[config.mk]
export PLATFORM = sky130hd
export DESIGN_NAME = ps2_host_tx
export DESIGN_NICKNAME = d
export VERILOG_FILES = /design/src/rtl/ps2_host_tx.sv
export SDC_FILE = /design/constraint.sdc
export NUM_CORES = 1
export LEC_CHECK = 0
export CAP_MARGIN = 30
export CELL_PAD_IN_SITES_DETAIL_PLACEMENT = 0
export CELL_PAD_IN_SITES_GLOBAL_PLACEMENT = 1
export CORE_MARGIN = 4
export CORE_UTILIZATION = 45
export CTS_BUF_LIST = sky130_fd_sc_hd__clkbuf_2 sky130_fd_sc_hd__clkbuf_4 sky130_fd_sc_hd__clkbuf_8
export CTS_CLUSTER_DIAMETER = 150
export DETAILED_ROUTE_END_ITERATION = 10
export GPL_TIMING_DRIVEN = 1
export PLACE_DENSITY_LB_ADDON = 0.12
export SLEW_MARGIN = 20
export SYNTH_ARGS = -nofsm -noshare
export SYNTH_HDL_FRONTEND = slang
export SYNTH_SLANG_ARGS = --single-unit
[constraint.sdc]
create_clock -name clk -period 2.55 [get_ports clk]
set_input_delay 0.6375 -clock clk [delete_from_list [all_inputs] [get_ports clk]]
set_output_delay 0.6375 -clock clk [all_outputs]
set_load 0.005 [all_outputs]
[src/rtl/ps2_host_tx.sv]
// ps2_host_tx: host-to-device PS/2 command transmitter.
// Sends one byte to the device using the request-to-send sequence:
// inhibit the clock, pull data low for the start bit, then shift the
// data, parity and stop bits on device clock falls. The device ACK is
// collected and the result is reported as tx_done or tx_err/err_code.
//
// Ports:
//   clk          system clock (mclk)
//   rst          asynchronous active-low reset
//   tx_data      command byte to send
//   tx_valid     request to send tx_data
//   tx_ready     idle, a byte is accepted on tx_valid && tx_ready
//   ps2_clk_in   raw PS/2 clock line (asynchronous)
//   ps2_data_in  raw PS/2 data line (asynchronous)
//   ps2_clk_oe   1 = pull PS/2 clock low
//   ps2_data_oe  1 = pull PS/2 data low
//   busy         transaction in progress
//   tx_done      one-cycle pulse: byte sent and ACKed
//   tx_err       one-cycle pulse: transaction failed
//   err_code     01 request timeout, 10 packet timeout, 11 no ACK
//
// Optional feature: define PS2_TX_IDLE_CHECK_EN to wait for the clock line
// to be high for 50 us before inhibiting, so an incoming frame is not cut.
module ps2_host_tx #(
  parameter int unsigned CLK_FREQ_HZ    = 100000000,
  parameter int unsigned INHIBIT_US     = 100,
  parameter int unsigned REQ_TIMEOUT_US = 15000,
  parameter int unsigned PKT_TIMEOUT_US = 2000,
  parameter int unsigned FILTER_LEN     = 8
) (
  input  logic       clk,
  input  logic       rst,
  input  logic [7:0] tx_data,
  input  logic       tx_valid,
  output logic       tx_ready,
  input  logic       ps2_clk_in,
  input  logic       ps2_data_in,
  output logic       ps2_clk_oe,
  output logic       ps2_data_oe,
  output logic       busy,
  output logic       tx_done,
  output logic       tx_err,
  output logic [1:0] err_code
);

  localparam int unsigned US_CYC  = CLK_FREQ_HZ / 1000000;
  localparam int unsigned INH_CYC = INHIBIT_US * US_CYC;
  localparam int unsigned REQ_CYC = REQ_TIMEOUT_US * US_CYC;
  localparam int unsigned PKT_CYC = PKT_TIMEOUT_US * US_CYC;
  localparam int unsigned TW      = $clog2(REQ_CYC + 1);
  localparam int unsigned FW      = $clog2(FILTER_LEN + 1);
`ifdef PS2_TX_IDLE_CHECK_EN
  localparam int unsigned CHK_CYC = 50 * US_CYC;
`endif

  typedef enum logic [3:0] {
    StIdle, StBusCheck, StInhibit, StReq, StShift, StStop, StAck, StWaitIdle, StErr
  } state_e;

  // Input conditioning: 2-flop synchronizers, then a glitch filter on clk.
  logic          clk_meta_q, clk_sync_q, data_meta_q, data_sync_q;
  logic          flt_q, flt_flip, fall_q;
  logic [FW-1:0] flt_cnt_q;

  assign flt_flip = (clk_sync_q != flt_q) && (flt_cnt_q == FW'(FILTER_LEN - 1));

  always_ff @(posedge clk or negedge rst) begin
    if (!rst) begin
      clk_meta_q  <= 1'b1;
      clk_sync_q  <= 1'b1;
      data_meta_q <= 1'b1;
      data_sync_q <= 1'b1;
      flt_q       <= 1'b1;
      flt_cnt_q   <= '0;
      fall_q      <= 1'b0;
    end else begin
      clk_meta_q  <= ps2_clk_in;
      clk_sync_q  <= clk_meta_q;
      data_meta_q <= ps2_data_in;
      data_sync_q <= data_meta_q;
      fall_q      <= flt_flip & flt_q;
      if (clk_sync_q == flt_q) begin
        flt_cnt_q <= '0;
      end else if (flt_flip) begin
        flt_q     <= ~flt_q;
        flt_cnt_q <= '0;
      end else begin
        flt_cnt_q <= flt_cnt_q + FW'(1);
      end
    end
  end

  state_e        state_q, state_d;
  logic [TW-1:0] tmr_q, tmr_d;
  logic [3:0]    idx_q, idx_d;
  logic [8:0]    sh_q, sh_d;   // {parity, data}
  logic          ack_q, ack_d;
  logic [1:0]    err_q, err_d;
  logic          done_q, done_d;
  logic          accept, pkt_exp;

  // tx_done is registered, so the done cycle is still busy and a byte
  // offered alongside it waits for the following cycle.
  assign busy     = (state_q != StIdle) || done_q;
  assign tx_ready = rst && !busy;
  assign accept   = tx_valid && tx_ready;
  assign pkt_exp  = (tmr_q == TW'(PKT_CYC - 1));
  assign tx_done  = done_q;
  assign tx_err   = (state_q == StErr);
  assign err_code = err_q;

  always_comb begin
    state_d     = state_q;
    tmr_d       = tmr_q;
    idx_d       = idx_q;
    sh_d        = sh_q;
    ack_d       = ack_q;
    err_d       = err_q;
    done_d      = 1'b0;
    ps2_clk_oe  = 1'b0;
    ps2_data_oe = 1'b0;
    unique case (state_q)
      StIdle: begin
        if (accept) begin
          sh_d  = {~^tx_data, tx_data};
          err_d = 2'b00;
          tmr_d = '0;
`ifdef PS2_TX_IDLE_CHECK_EN
          state_d = StBusCheck;
`else
          state_d = StInhibit;
`endif
        end
      end
`ifdef PS2_TX_IDLE_CHECK_EN
      StBusCheck: begin
        if (!flt_q) begin
          tmr_d = '0;
        end else if (tmr_q == TW'(CHK_CYC - 1)) begin
          tmr_d   = '0;
          state_d = StInhibit;
        end else begin
          tmr_d = tmr_q + TW'(1);
        end
      end
`endif
      StInhibit: begin
        ps2_clk_oe  = 1'b1;
        // Start bit goes low during the last microsecond of the inhibit.
        ps2_data_oe = (tmr_q >= TW'(INH_CYC - US_CYC));
        if (tmr_q == TW'(INH_CYC - 1)) begin
          tmr_d   = '0;
          state_d = StReq;
        end else begin
          tmr_d = tmr_q + TW'(1);
        end
      end
      StReq: begin
        ps2_data_oe = 1'b1;
        if (fall_q) begin
          tmr_d   = '0;  // packet timer starts here and spans to WAIT_IDLE
          idx_d   = '0;
          state_d = StShift;
        end else if (tmr_q == TW'(REQ_CYC - 1)) begin
          tmr_d   = '0;
          err_d   = 2'b01;
          state_d = StErr;
        end else begin
          tmr_d = tmr_q + TW'(1);
        end
      end
      StShift: begin
        ps2_data_oe = ~sh_q[idx_q];
        tmr_d       = tmr_q + TW'(1);
        if (pkt_exp) begin
          tmr_d   = '0;
          err_d   = 2'b10;
          state_d = StErr;
        end else if (fall_q) begin
          if (idx_q == 4'd8) state_d = StStop;
          else               idx_d   = idx_q + 4'd1;
        end
      end
      StStop: begin
        tmr_d = tmr_q + TW'(1);
        if (pkt_exp) begin
          tmr_d   = '0;
          err_d   = 2'b10;
          state_d = StErr;
        end else if (fall_q) begin
          ack_d   = data_sync_q;
          state_d = StAck;
        end
      end
      StAck: begin
        tmr_d = tmr_q + TW'(1);
        if (pkt_exp || ack_q) begin
          tmr_d   = '0;
          err_d   = pkt_exp ? 2'b10 : 2'b11;
          state_d = StErr;
        end else begin
          state_d = StWaitIdle;
        end
      end
      StWaitIdle: begin
        tmr_d = tmr_q + TW'(1);
        if (pkt_exp) begin
          tmr_d   = '0;
          err_d   = 2'b10;
          state_d = StErr;
        end else if (flt_q && data_sync_q) begin
          done_d  = 1'b1;
          state_d = StIdle;
        end
      end
      StErr: begin
        state_d = StIdle;
      end
      default: begin
        state_d = StIdle;
      end
    endcase
  end

  always_ff @(posedge clk or negedge rst) begin
    if (!rst) begin
      state_q <= StIdle;
      tmr_q   <= '0;
      idx_q   <= '0;
      sh_q    <= '0;
      ack_q   <= 1'b0;
      err_q   <= 2'b00;
      done_q  <= 1'b0;
    end else begin
      state_q <= state_d;
      tmr_q   <= tmr_d;
      idx_q   <= idx_d;
      sh_q    <= sh_d;
      ack_q   <= ack_d;
      err_q   <= err_d;
      done_q  <= done_d;
    end
  end

endmodule

After elaboration in Yosys (flattened, before gate mapping)
Index checks and enable logic that the tools add are counted.
{"block": "op_classes", "magnitude_cmp": 2, "reduce_logical": 21, "bitwise": 5, "n_eq_ne": 29, "mux": 41, "addsub": 3}
{"cell": "2-to-1 mux 21 bit", "n": 6}
{"cell": "one-hot mux 21 bit (5 select lines)", "n": 1}
{"cell": "2-to-1 mux 4 bit", "n": 18}
{"cell": "one-hot mux 4 bit (7 select lines)", "n": 1}
{"cell": "adder 21 x 1 -> 21 bit, second input constant", "n": 1}
{"cell": "equality test 21 x 14 -> 1 bit, second input constant", "n": 1}
{"cell": "equality test 21 x 18 -> 1 bit, second input constant", "n": 1}
{"cell": "equality test 21 bit, second input constant", "n": 1}
{"cell": "greater-or-equal comparator 21 x 14 -> 1 bit, second input constant", "n": 1}
{"cell": "equality test 4 x 3 -> 1 bit, second input constant", "n": 5}
{"cell": "!= test 2 bit, second input constant", "n": 9}
{"cell": "!= test 3 bit, second input constant", "n": 5}
{"cell": "2-to-1 mux 2 bit", "n": 5}
{"cell": "adder 4 x 1 -> 4 bit, second input constant", "n": 2}
{"cell": "equality test 4 x 2 -> 1 bit, second input constant", "n": 2}
{"cell": "equality test 4 bit, second input constant", "n": 2}
{"cell": "one-hot mux 2 bit (4 select lines)", "n": 1}
{"cell": "one-hot mux 4 bit (2 select lines)", "n": 1}
{"cell": "nonzero test 4 bit", "n": 2}
{"cell": "XNOR reduction 8 bit", "n": 1}
{"cell": "AND reduction 7 bit", "n": 1}
{"cell": "2-to-1 mux 1 bit", "n": 6}
{"cell": "AND reduction 2 bit", "n": 3}
{"cell": "AND reduction 6 bit", "n": 1}
{"cell": "17 further kinds", "n": 24}
{"block": "word_totals", "reg_bits": 52, "out_inout_bits": 8, "elab_cells": 115, "input_bits": 13}

Logic depth before layout (Yosys ltp)
Gate-level depths: netlist of the first run.
{"block": "logic_depth", "depth_word": 7, "mapped_depth": 9, "depth_no_buf": 8}

Worst setup path after synthesis of the first run
Ideal clock, no wire load.
{"block": "synth_path", "path_type": "flip-flop to output port", "startpoint": "reg idx_q[0]", "endpoint": "out ps2_data_oe", "n_path_buf": 1, "required_ns": 1.913, "path_slack_ns": 0.421, "stages_incl_launch_ff": 6, "t_arrival_ns": 1.492, "path_cell_list": "dfrtp_1 > clkbuf_1 > mux4_2 > mux2i_1 > o21ai_0 > o22ai_1"}
{"block": "synth_between", "elab_chain_cells": 4}
{"element": "start: declaration", "line": "95", "text": "logic [3:0] idx_q, idx_d;"}
{"element": "start signal: assignment", "line": "237", "text": "idx_q <= idx_d;"}
{"element": "binary-select mux 1 bit (select 4 bit)", "line": "173", "text": "ps2_data_oe = ~sh_q[idx_q];"}
{"element": "2-to-1 mux 1 bit (not written as such)", "line": "173"}
{"element": "NOT 1 bit", "line": "173"}
{"element": "one-hot mux 1 bit (3 select lines)", "line": "122", "text": "unique case (state_q)"}
{"element": "end: declaration", "line": "39", "text": "output logic ps2_data_oe,"}
No other way between the ends. The select of a mux whose other input is x is not followed.

Worst setup path after layout of the first run
{"block": "layout_path", "startpoint": "reg state_q[3]", "endpoint": "out ps2_clk_oe"}
{"block": "layout_between", "elab_chain_cells": 2}
{"element": "start: declaration", "line": "93", "text": "state_e state_q, state_d;"}
{"element": "start signal: assignment", "line": "227", "text": "state_q <= StIdle;"}
{"element": "start signal: assignment", "line": "235", "text": "state_q <= state_d;"}
{"element": "equality test 4 x 2 -> 1 bit", "line": "122"}
{"element": "2-to-1 mux 1 bit", "line": "122"}
{"element": "end: declaration", "line": "38", "text": "output logic ps2_clk_oe,"}
No other way between the ends.

==> results.toml, run 1 <==
[status]
status = "finished, final reports clean"

[yosys]
yosys_warnings = 0
synthDistinctLibCells = 57
syn_area_sq_um = 2960
ys.flop_type = "dfrtp_1"
ys_seq_area_share_pct = 44.1
synth_edf_count = 0
syn-instance-count = 309
syn_nets = 327
synth_area_per_cell_sq_um = 9.59
synth_top_area_share_pct = 39.7
synthArstFlopShare_pct = 100
synth_largest_area_cell = "dfrtp_1"
ys_seq_elements = 52
synthTopCellsByArea = "dfrtp_1 (40%), nor2_1 (5.1%), dfstp_2 (4.4%), xnor2_1 (4.4%), mux2_2 (3.8%)"

[timing]
layout_setup_ws_ns = 0.0548
fin_worst_skew_ns = 0.00947
worstMarginPinSlew_ns = 0.645
timing.final.crit_period_ns = 2.50
setup_viol = 0
fin_setup_tns_ns = 0
finalCritPeriodShare_pct = 97.8
rsz0062_at_grt = "no"
relSlewSlack_pct = 57.0
finalHoldViolCount = 0
fmax_mhz = 401
drv_slew = 0

[finish]
stdcell_area_sq_um = 3550
area_growth_pct = 19.8
fin_util_pct = 55.6
final_layout_size_suffix_gt1_share_pct = 21.6
diodes = 0
fillCellCount = 596
fin_nets = 374

[global_route]
grt_usage_pct = 18.0
grt_pass1_wl_mm = 11.1
grt.overflow.total = 0
grt_max_degree = 50
antenna_found_initial = 0
grt_pass1_vias = 2265

[placement]
pre_cts_slack_ns = -0.0501
place_hpwl_mm = 5.04
port_buffers = 20
dpl_cell_area_sq_um = 3410
gp_congestion = 0.824

[detailed_routing]
routed_wl_mm = 6.63
drtIter0Drc = 66
vias_per_cell = 5.43
first_pass_iters = 4
via_count = 2357
routedWlPerCell_um = 15.3
drc_errors = 0
ant_nets = 0

[power]
power_frac_seq_pct = 59.3
swShare_pct = 24.2
vdd.ir_drop.worst_v = 0.000348
p_leak_nw = 1.52
p_int_mw = 1.14
combPwrFrac_pct = 8.8
totalPowerFinal_mw = 1.51
cellPowerDensity_nw_per_um2 = 425
clkPwrFrac_pct = 31.9
p_switching_mw = 0.366

[clock_tree]
htreeDepth = 2
postCtsHoldBufs = 0
insertion_delay_ns = 0.31
cts_tree = "yes"
cts_buffers = 5
cts_root_buf = "clkbuf_8"
clock-sinks = 52
clockBufferDepth = 2
clkTransAtPathRegs_ns = 0.10

[setup_path]
cp.arrival_ns = 1.86
crit_type = "flip-flop to output port"
end_kind = "output port"
max_stage_delay_ns = 0.52
start_kind = "flip-flop"
required_ns = 1.91
path_cells = "or3b_4 -> nor2_2 -> clkdlybuf4s50_1"
cp_slowest_cell = "clkdlybuf4s50_1"
crit_fanout = 4

[die]
fp.dieW_um = 89.2
ios = 21
initial_core_util_pct = 46.4
die_area_sq_um = 7950
rows = 29
die_y_um = 89.2
fp.coreArea_sq_um = 6390

[job]
cap_violations = 0

[min_path]
hold_path_class = "input pin to async pin"
==> Yosys cell counts (3+ instances only) <==
cell type,instances
a31oi_1,4
clkbuf_1,5
nor3_1,10
or2_2,3
mux2_2,10
inv_1,10
nor3b_1,5
and3_1,3
nand2_1,28
dfstp_2,5
nand3_1,13
buf_2,3
nand4_1,12
o31ai_1,3
nand3b_1,5
xor2_1,7
o21ai_0,19
a21oi_1,9
nor2_1,40
a21o_1,4
dfrtp_1,47
ha_1,5
xnor2_1,15
==> sequential cells by signal (all words and copies together), names as in the netlist, 2 cells and up <==
register and cells:
flt_cnt_q 4, err_code 2, tmr_q 21, idx_q 4
state_q 4, sh_q 9
==> routing by layer <==
metal	up-vias	GRT usage (%)	wire length (um)
met3	5	3.04	178
met4	0	4.47	57
met5	-	0	0
li1	1197	-	-
met1	1130	27.1	3320
met2	25	26.9	3070
==> final timing paths <==
path / start / to / slack, ns / cells after the start
max: state_q[3] / ps2_clk_oe / 0.05 / 3
min: rst / tx_done / 0.16 / 1
max reg2reg: tmr_q[0] / state_q[0] / 0.21 / 8
min reg2reg: clk_meta_q / clk_sync_q / 0.36 / 0
max in group asynchronous: rst / state_q[2] / 1.50 / 2
min in group clk: clk_meta_q / clk_sync_q / 0.36 / 0
==> cells by family (layout without fill, tap and decap cells) <==
group | after synthesis | count (layout) | share of synthesized area [%]
simple gates | 138 | 138 | 24.4
xor+xnor | 22 | 22 | 6.50
flops | 52 | 52 | 44.1
mux | 14 | 14 | 6.04
buf+inv | 20 | 68 | 3.04
fa+ha+maj | 5 | 5 | 2.11
compound gates | 58 | 58 | 13.8
==> worst max-delay path: cells and delay by family (launching register included) <==
| kind | cells | cell delay (ns) |
|---|---|---|
| buf+inv | 1 | 0.52 |
| flops | 1 | 0.45 |
| simple gates | 2 | 0.58 |
==> layout make-up <==
cell class | count | area [sq um] | share of cell area [%]
Timing Repair Buffer | 50 | 428 | 12.0
Clock inverter | 2 | 16.3 | 0.458
Sequential cell | 52 | 1310 | 36.9
Inverter | 10 | 37.5 | 1.06
Clock buffer | 6 | 76.3 | 2.15
Multi-Input combinational cell | 237 | 1590 | 44.7
Tap cell | 77 | 96.3 | 2.71
==> through the flow <==
| step | instances | hold WS, ns |
|---|---|---|
| after floorplan | 309 | 0.342 |
| after global routing | 434 | 0.141 |
| after global placement | 424 | 0.347 |
| after detailed placement | 424 | 0.349 |
| after CTS | 432 | 0.145 |
| final | 434 | 0.156 |
==> power groups by stage <==
stage	combinational (mW)	clock (mW)	sequential (mW)
6_report	0.133	0.482	0.896
5_1_grt	0.150	0.543	0.901
4_1_cts	0.138	0.506	0.896
3_5_place_dp	0.138	0	0.912
3_3_place_gp	0.130	0	0.908
2_1_floorplan	0.0797	0	0.903
==> layout by cell type (no fill, tap or decap), types with 3 or more instances in the layout <==
cell type        count
nand2_1             28
a21o_1               4
and3_1               3
nand3_1             13
a31oi_1              4
a21oi_1              9
clkdlybuf4s50_1     18
inv_1               10
nor3_1              10
nand4_1             12
buf_4               29
xor2_1               7
nand3b_1             5
dfstp_2              5
nor2_1              37
or2_2                3
dfrtp_2              3
xnor2_1             15
clkbuf_8             5
dfrtp_1             44
nor3b_1              4
mux2_2              10
ha_1                 5
o21ai_0             19
o31ai_1              3
==> timing repair <==
item / 4_1_cts / 5_1_grt
buffers inserted: 0 / 2
pin swaps: 0 / 1
setup endpoints to repair: 3 / 6
cloned: 0 / 0
resized for setup: 8 / 4
No activity file was read; power rests on OpenSTA's default activity.
==> run 2, diff against run 1 <==
--- a/config.mk
+++ b/config.mk
@@ -6,7 +6,7 @@
 export NUM_CORES = 1
 export LEC_CHECK = 0
 export CAP_MARGIN = 30
-export CELL_PAD_IN_SITES_DETAIL_PLACEMENT = 0
+export CELL_PAD_IN_SITES_DETAIL_PLACEMENT = 1
 export CELL_PAD_IN_SITES_GLOBAL_PLACEMENT = 1
 export CORE_MARGIN = 4
 export CORE_UTILIZATION = 45
@@ -14,6 +14,7 @@
 export CTS_CLUSTER_DIAMETER = 150
 export DETAILED_ROUTE_END_ITERATION = 10
 export GPL_TIMING_DRIVEN = 1
+export MAX_ROUTING_LAYER = met4
 export PLACE_DENSITY_LB_ADDON = 0.12
 export SLEW_MARGIN = 20
 export SYNTH_ARGS = -nofsm -noshare
==> run 2 against run 1 <==
Net effect: sequential cell count unchanged; total power up 0.40%; final cell count up 0.23%; critical endpoint is now busy; highest routed layer unchanged; via count up 2.8%; global-route usage up 2.6 points; combinational power about the same; non-clock buffer count up 1.
==> results.toml, run 2 (synthesized netlist as in run 1, its figures left out) <==
[timing]
setup_viol = 0
fin_worst_skew_ns = 0.00564
rsz0062_at_grt = "no"
relSlewSlack_pct = 56.8
finalHoldViolCount = 0
fin_setup_tns_ns = 0
finalCritPeriodShare_pct = 95.0
fmax_mhz = 413
layout_setup_ws_ns = 0.128
worstMarginPinSlew_ns = 0.648
timing.final.crit_period_ns = 2.42
drv_slew = 0

[finish]
fin_nets = 375
largestRegisters = "tmr_q: 21 flops, sh_q: 9 flops"
area_growth_pct = 20.3
largest_reg_flops = 21
diodes = 0
final_common_cell = "dfrtp_1"
stdcell_area_sq_um = 3560
final_layout_size_suffix_gt1_share_pct = 22.3
registers.top_by_ff_count = "tmr_q"
final_cell_mix = "dfrtp_1 (44), nor2_1 (37), buf_4 (30)"

[setup_path]
start_kind = "flip-flop"
max_stage_delay_ns = 0.46
crit_fanout = 5
end_kind = "output port"
reg2reg_slack_ns = 0.19
reg2reg_depth = 8
critPathBufInv = 1
required_ns = 1.91
r2r-start = "tmr_q[0]"
path_cells = "nor2_4 -> nand2_1 -> or2_2 -> clkdlybuf4s50_1"
r2r_end = "state_q[0]"
crit_type = "flip-flop to output port"
cpLargestDelayFamily = "simple AND/OR/NAND/NOR gates"
cp_slowest_cell = "clkdlybuf4s50_1"
cp.arrival_ns = 1.78

[die]
fp.dieW_um = 89.2
die_y_um = 89.2
ios = 21
die_area_sq_um = 7950
initial_core_util_pct = 46.4
rows = 29
fp.coreArea_sq_um = 6390

[detailed_routing]
via_count = 2422
drc_errors = 0
ant_nets = 0
first_pass_iters = 6
drtIter0Drc = 103
routed_wl_mm = 7.44
routedWlPerCell_um = 17.1
vias_per_cell = 5.57

[placement]
gp_congestion = 0.837
pre_cts_slack_ns = -0.0557
dpl_cell_area_sq_um = 3410
place_hpwl_mm = 5.67
port_buffers = 20

[power]
combPwrFrac_pct = 8.9
power_frac_seq_pct = 59.2
p_leak_nw = 1.54
swShare_pct = 24.5
p_switching_mw = 0.372
cellPowerDensity_nw_per_um2 = 425
vdd.ir_drop.worst_v = 0.000365
clkPwrFrac_pct = 31.9
p_int_mw = 1.14

[min_path]
hold_path_class = "input pin to async pin"

[clock_tree]
cts_root_buf = "clkbuf_8"
postCtsHoldBufs = 0
clockBufferDepth = 2
clkTransAtPathRegs_ns = 0.09
clock-sinks = 52
htreeDepth = 2
cts_buffers = 5
cts_tree = "yes"
insertion_delay_ns = 0.31

[job]
cap_violations = 0

[status]
status = "finished, final reports clean"

[global_route]
grt_usage_pct = 20.6
grt.overflow.total = 0
grt_pass1_wl_mm = 12.3
grt_max_degree = 50
antenna_found_initial = 0
grt_pass1_vias = 2512
run 2: cell types whose count changed in the layout (fill, tap and decap cells not counted), sizes merged:
| cell | change |
|---|---|
| clkdlybuf4s50 | -1 |
| clkbuf | -1 |
| buf | +2 |
| dlymetal6s2s | +1 |
run 2: what timing repair did:
action | in CTS | in global routing
setup buffers | 0 | 3
pin swaps | 0 | 5
resized for setup | 7 | 9
endpoints found under the setup margin | 4 | 6
run 2: worst max-delay path by stage:
stage	endpoint	cells past startpoint	slack, ns	from
after CTS	ps2_data_oe	5	0.001	idx_q[0]
after floorplan	ps2_data_oe	5	0.42	idx_q[0]
after global routing	tx_ready	4	0.009	state_q[1]
after detailed placement	tmr_q[19]	8	-0.06	tx_valid
after global placement	tmr_q[19]	8	-0.01	tx_valid
final	busy	4	0.13	state_q[3]
run 2: per-stage QoR:
stage	power (mW)	hold slack, ns	utilization, %	std cells
6_report	1.52	0.161	55.8	435
3_3_place_gp	1.04	0.347	53.4	424
3_5_place_dp	1.05	0.348	53.4	424
5_1_grt	1.60	0.140	55.8	435
2_1_floorplan	0.983	0.342	-	309
4_1_cts	1.54	0.151	55.1	432
run 2: power by group through the flow:
stage	registers [mW]	logic [mW]	clock network (mW)
after floorplan	0.903	0.0797	0
after global placement	0.908	0.130	0
after detailed placement	0.914	0.139	0
after CTS	0.898	0.140	0.500
after global routing	0.903	0.150	0.544
final	0.897	0.135	0.484
run 2: per-layer routing:
metal | track usage [%] | wire, um
met5 | - | 0
met4 | 4.19 | 72
met3 | 3.04 | 147
met2 | 33.2 | 3640
met1 | 27.7 | 3580
run 2: area by class of cell:
| cell class | instances | area [sq um] |
|---|---|---|
| timing repair buffer | 51 | 438 |
| clock inverter | 2 | 16.3 |
| tap | 77 | 96.3 |
| fill | 737 | 2820 |
| multi-input combinational | 237 | 1590 |
| clock buffer | 6 | 76.3 |
| inverter | 10 | 37.5 |
| sequential | 52 | 1310 |
